File: src/rtl/jpeg_seq_ctrl.sv
// jpeg_seq_ctrl: block sequencer for the dct -> quant -> dequant -> idct
// round-trip datapath. Accepts a block, clears the stages, latches the
// quality setting, walks the cumulative stage enables on each stage's done,
// then pulses out_valid. Repeats for num_blocks blocks per run.
// Optional feature macro: STAGE_TIMEOUT_EN adds a per-stage watchdog that
// aborts to ERR and sets a sticky err flag.
module jpeg_seq_ctrl #(
   parameter int TIMEOUT = 1023,
   parameter int BLK_W   = 8
) (
   input  logic             clk,
   input  logic             rst,
   input  logic             start,
   input  logic [BLK_W-1:0] num_blocks,
   input  logic [6:0]       sw,
   input  logic             blk_valid,
   output logic             blk_ready,
   output logic [6:0]       q_sw,
   output logic             stage_rst,
   output logic             dct_en,
   output logic             quant_en,
   output logic             dequant_en,
   output logic             idct_en,
   input  logic             dct_done,
   input  logic             quant_done,
   input  logic             dequant_done,
   input  logic             idct_done,
   output logic             out_valid,
   output logic             busy,
   output logic             done,
   output logic             err,
   output logic [BLK_W-1:0] blk_cnt
);

   typedef enum logic [3:0] {
      S_IDLE, S_CLR, S_LOAD, S_DCT, S_QNT, S_DEQ, S_IDCT, S_EMIT, S_FIN, S_ERR
   } state_t;

   state_t           state_q, state_d;
   logic [BLK_W-1:0] n_q, n_d;
   logic [BLK_W-1:0] blk_cnt_q, blk_cnt_d;
   logic [6:0]       q_sw_q, q_sw_d;
   logic             wd_expire;

`ifdef STAGE_TIMEOUT_EN
   localparam int WD_W = $clog2(TIMEOUT + 1);
   localparam logic [WD_W-1:0] WD_LAST = WD_W'(TIMEOUT - 1);

   logic [WD_W-1:0] wd_q, wd_d;
   logic            err_q, err_d;
   logic            in_stage;

   // Watchdog: restarts on every state change, counts while parked in a stage
   always_comb begin
      in_stage  = (state_q == S_DCT) || (state_q == S_QNT) ||
                  (state_q == S_DEQ) || (state_q == S_IDCT);
      wd_expire = in_stage && (wd_q == WD_LAST);
      wd_d      = '0;
      if (in_stage && (state_d == state_q)) begin
         wd_d = wd_q + WD_W'(1);
      end
   end

   // Watchdog and sticky error registers
   always_ff @(posedge clk or negedge rst) begin
      if (!rst) begin
         wd_q  <= '0;
         err_q <= 1'b0;
      end else begin
         wd_q  <= wd_d;
         err_q <= err_d;
      end
   end

   assign err = err_q;
`else
   assign wd_expire = 1'b0;
   assign err       = 1'b0;
`endif

   // Next-state and decoded outputs; done beats a same-cycle timeout
   always_comb begin
      state_d    = state_q;
      n_d        = n_q;
      blk_cnt_d  = blk_cnt_q;
      q_sw_d     = q_sw_q;
`ifdef STAGE_TIMEOUT_EN
      err_d      = err_q;
`endif
      blk_ready  = 1'b0;
      stage_rst  = 1'b0;
      dct_en     = 1'b0;
      quant_en   = 1'b0;
      dequant_en = 1'b0;
      idct_en    = 1'b0;
      out_valid  = 1'b0;
      done       = 1'b0;
      busy       = (state_q != S_IDLE);
      case (state_q)
         S_IDLE: begin
            if (start) begin
               if (num_blocks == '0) begin
                  state_d = S_FIN;
               end else begin
                  n_d       = num_blocks;
                  blk_cnt_d = '0;
`ifdef STAGE_TIMEOUT_EN
                  err_d     = 1'b0;
`endif
                  state_d   = S_CLR;
               end
            end
         end
         S_CLR: begin
            stage_rst = 1'b1;
            state_d   = S_LOAD;
         end
         S_LOAD: begin
            blk_ready = blk_valid;
            if (blk_valid) begin
               q_sw_d  = sw;
               state_d = S_DCT;
            end
         end
         S_DCT: begin
            dct_en = 1'b1;
            if (dct_done) state_d = S_QNT;
            else if (wd_expire) state_d = S_ERR;
         end
         S_QNT: begin
            dct_en   = 1'b1;
            quant_en = 1'b1;
            if (quant_done) state_d = S_DEQ;
            else if (wd_expire) state_d = S_ERR;
         end
         S_DEQ: begin
            dct_en     = 1'b1;
            quant_en   = 1'b1;
            dequant_en = 1'b1;
            if (dequant_done) state_d = S_IDCT;
            else if (wd_expire) state_d = S_ERR;
         end
         S_IDCT: begin
            dct_en     = 1'b1;
            quant_en   = 1'b1;
            dequant_en = 1'b1;
            idct_en    = 1'b1;
            if (idct_done) state_d = S_EMIT;
            else if (wd_expire) state_d = S_ERR;
         end
         S_EMIT: begin
            out_valid = 1'b1;
            blk_cnt_d = blk_cnt_q + BLK_W'(1);
            state_d   = (blk_cnt_d == n_q) ? S_FIN : S_CLR;
         end
         S_FIN: begin
            done    = 1'b1;
            state_d = S_IDLE;
         end
         S_ERR: begin
            stage_rst = 1'b1;
`ifdef STAGE_TIMEOUT_EN
            err_d     = 1'b1;
`endif
            state_d   = S_IDLE;
         end
         default: state_d = S_IDLE;
      endcase
   end

   // State, run length, block count and latched quality registers
   always_ff @(posedge clk or negedge rst) begin
      if (!rst) begin
         state_q   <= S_IDLE;
         n_q       <= '0;
         blk_cnt_q <= '0;
         q_sw_q    <= '0;
      end else begin
         state_q   <= state_d;
         n_q       <= n_d;
         blk_cnt_q <= blk_cnt_d;
         q_sw_q    <= q_sw_d;
      end
   end

   assign q_sw    = q_sw_q;
   assign blk_cnt = blk_cnt_q;

endmodule
File: config.mk
export PLATFORM = sky130hd
export DESIGN_NAME = jpeg_seq_ctrl
export DESIGN_NICKNAME = d
export VERILOG_FILES = /design/src/rtl/jpeg_seq_ctrl.sv
export SDC_FILE = /design/constraint.sdc
export NUM_CORES = 1
export LEC_CHECK = 0
export ABC_AREA = 0
export ABC_CLOCK_PERIOD_IN_PS = 5400
export BUFFER_PORTS_ARGS = -buffer_cell sky130_fd_sc_hd__buf_2
export CORE_MARGIN = 2
export CORE_UTILIZATION = 40
export CTS_CLUSTER_DIAMETER = 150
export CTS_CLUSTER_SIZE = 8
export DETAILED_ROUTE_END_ITERATION = 8
export GPL_TIMING_DRIVEN = 0
export HOLD_SLACK_MARGIN = 0.12
export PLACE_DENSITY = 0.68
export SYNTH_ARGS = -nofsm -noshare
export SYNTH_HDL_FRONTEND = slang
export SYNTH_SLANG_ARGS = --single-unit
File: constraint.sdc
create_clock -name clk -period 5.4 [get_ports clk]
set_input_delay 1.08 -clock clk [delete_from_list [all_inputs] [get_ports clk]]
set_output_delay 1.08 -clock clk [all_outputs]
set_load 0.02 [all_outputs]
==> results by group <==
Route
  – Vias/cell: approximately 5.3
  – DR pass1 iterations: 4
  – DRT Wirelength: between 3 and 4 mm
  – Vias: around 1400
  – Final ANT Viol Nets: 0
  – # DRC: 0
  – Initial DRC count: around 50
  – Drt wl/cell: between 10 and 15 um

Setup path
  – CP cell instances: buf_2 -> nor4b_4 -> buf_2
  – CP max-delay cell: nor4b_4
  – Worst path max stage delay: approximately 0.46 ns
  – Crit end category: primary output
  – Cell mode on critical path: buf_2
  – Worst Setup Start Kind: input pin
  – Critical-path maximum fanout: 8
  – R2r setup slk: about 3.3 ns
  – Kind of critical path: input pin to primary output
  – WP data required: 4.32 ns
  – Critical Path AT: 1.90 ns

Yosys
  – Top FF cell, synth: dfrtp_1
  – Seq/Total Area, Yosys: between 40 and 50%
  – FF+latch count, synth: 27
  – Mapped Area: between 1500 and 2000 um^2
  – Number of synthesized flops with an enable pin: 0
  – Top cells by area, synth: dfrtp_1 (43%), mux2_2 (11%), xnor2_1 (5.5%)
  – Synth Area per Inst: between 9 and 10 um^2
  – Cells after Synth: 159
  – Top-area cell type share of the netlist area: between 40% and 50%
  – Area leader, netlist: dfrtp_1
  – Warnings from Yosys: 0
  – Synthesized Nets: 183
  – Synth unique cells: 43
  – Asr flop ratio synth: 100%

STA
  – Slew @ Worst Pin: roughly 0.59 ns
  – Max Slew Vio Count: 0
  – Shortest period the worst path allows: between 2 and 3 ns
  – Worst slew margin: approximately three fifths
  – Fmax: approximately 340 MHz
  – Fin crit share: approximately 55%
  – Final hold viol count: 0
  – Final Setup Violations: 0
  – Post-Route Skew: ~0.0021 ns
  – Setup tns final: 0 ns
  – RSZ-0062 raised after global routing: false

Die
  – Die area: between 4000 and 5000 um^2
  – Die height: approximately 67 um
  – Initial Utilization: between 40 and 50%
  – DIE WIDTH: 66.9 um
  – # IOs: 48
  – Row count: 22
  – Core Area: around 3700 um^2

CTS
  – H-tree depth: 1
  – Worst-path clk slew: ~0.090 ns
  – Post-CTS Setup Bufs: 0
  – Clk root buf: clkbuf_8
  – Clock Latency Late Sink: ~0.27 ns
  – CTS tree: built
  – Clock Path Buffers: 2
  – Post_cts resized: 0
  – # hold bufs at CTS: 0
  – CTS buffer count: 3
  – CTS Sinks: 27

Layout
  – Number of inserted diodes: 0
  – Storage element area: ~680 um^2
  – Layout Nets: ~230
  – Layout cells sized above 1: between 30% and 40%
  – FILL cells: between 300 and 400
  – Area of the multi-input gates: 847 um^2
  – Synth-to-Final Area Change: 21.2%

Power
  – Max IR drop VDD: 0.264 mV
  – P per Cell Area: about 510 nW/um^2
  – Total power draw: 973 uW
  – Leakage: 0.000879 uW

Placement
  – PortBufs: 46
  – Dpl hpwl: roughly 2.6 mm
  – GPL Wtd Cong: between 0.7 and 0.8

GRT
  – Largest net degree at the start of global routing: 28
  – First-pass GRT wire length: ~5.7 mm
  – Grt ovf: 0
  – Initial antenna violation count: 0
  – Gr usage total: about 17%
  – Vias in the first global route: about 1300

Job
  – Max-cap check violation count: 0

Outcome
  – Status: completed

Min path
  – Hold crit path type: register to register
[final timing paths]
check / startpoint / end / cells past startpoint
worst min register to register: q_sw[1]$_DFFE_PN0P_ / q_sw[1]$_DFFE_PN0P_ / 1
worst min-delay path: q_sw[1]$_DFFE_PN0P_ / q_sw[1]$_DFFE_PN0P_ / 1
worst max register to register: blk_cnt[0]$_DFFE_PN0P_ / state_q[0]$_DFFE_PN0P_ / 6
max in group asynchronous: rst / blk_cnt[6]$_DFFE_PN0P_ / 1
min in group asynchronous: rst / q_sw[2]$_DFFE_PN0P_ / 1
worst max-delay path: blk_valid / blk_ready / 3
[layout by cell type, fill, tap and decap left out, types with 2 or more instances in the layout]
cell type / count
clkbuf_1: 6
o211ai_1: 2
and3_1: 2
nor3_1: 4
clkbuf_8: 3
mux2_2: 15
nand2b_1: 7
o21ai_0: 2
mux2i_1: 3
xnor2_1: 10
buf_2: 49
nor4_1: 3
o41ai_1: 2
nand3_1: 6
nor2b_1: 2
o31ai_1: 3
nor3b_1: 2
or4_1: 2
o2111ai_1: 2
nand3b_1: 2
nand2_1: 11
dfrtp_1: 27
o21ai_1: 7
a21oi_1: 7
inv_1: 2
nor2_1: 10
[cells by family after synthesis]
kind of cell	count (synthesis)	synth area share [%]
AND/OR/NAND/NOR	58	21.2
flip-flops	27	42.7
multiplexers	18	12.6
AO/OA/AOI/OAI	31	12.6
XOR/XNOR	11	6.09
adder cells (fa/ha/maj)	1	0.790
buffers and inverters	12	3.79
other	1	0.237
[state kept, by name, indices dropped and copies added, names as in the netlist]
name     flops
q_sw         7
n_q          8
state_q      4
blk_cnt      8
[through the flow]
step                instances  util, %  area (um^2)  setup slack (ns)  hold WS (ns)
finish                    257     51.2         1920              2.42         0.505
global route              257     51.2         1920              2.36         0.537
CTS                       257     51.2         1920              2.40         0.511
detailed placement        253     50.0         1870              2.41         0.490
global placement          253     50.0         1870              2.41         0.486
floorplan                 159        -         1580              2.72         0.499
[synth_stat cells, drive strengths merged (2+ instances only)]
library cell,instances
nor3b,2
mux2,15
o41ai,2
a21oi,7
or4,3
nand2b,7
o31ai,3
inv,2
nor3,4
dfrtp,27
and2,3
o2111ai,2
nand2,11
nand3b,2
nor2b,2
nor4b,2
buf,5
o21ai,9
o211ai,2
nor2,10
nand3,6
mux2i,3
xnor2,10
and3,2
clkbuf,5
nor4,3
[worst max-delay path: cells and delay by family]
| kind | cells | cell delay [ns] |
|---|---|---|
| buf+inv | 2 | 0.36 |
| simple gates | 1 | 0.46 |
[report_power, final]
group	leakage [uW]	internal, uW	switching (uW)
combinational	0.000518	229	279
clock	0.0000228	52.8	60.1
sequential	0.000338	281	70.6
[final cells by class]
cell class                      count  area share (%)
Multi-Input combinational cell    120            44.2
Inverter                            2           0.391
Timing Repair Buffer               46            12.0
Sequential cell                    27            35.2
Buffer                             10            2.74
Clock buffer                        4            2.35
Tap cell                           48            3.13
[metal layers]
metal | track usage (%) | share of wire [%] | up-vias
met2 | 26.1 | 46 | 35
met5 | 0 | 0 | -
li1 | - | - | 671
met3 | 3.72 | 4.7 | 6
met4 | 6.38 | 1.6 | 0
met1 | 22.5 | 48 | 650
(Power assumes the default switching activity.)
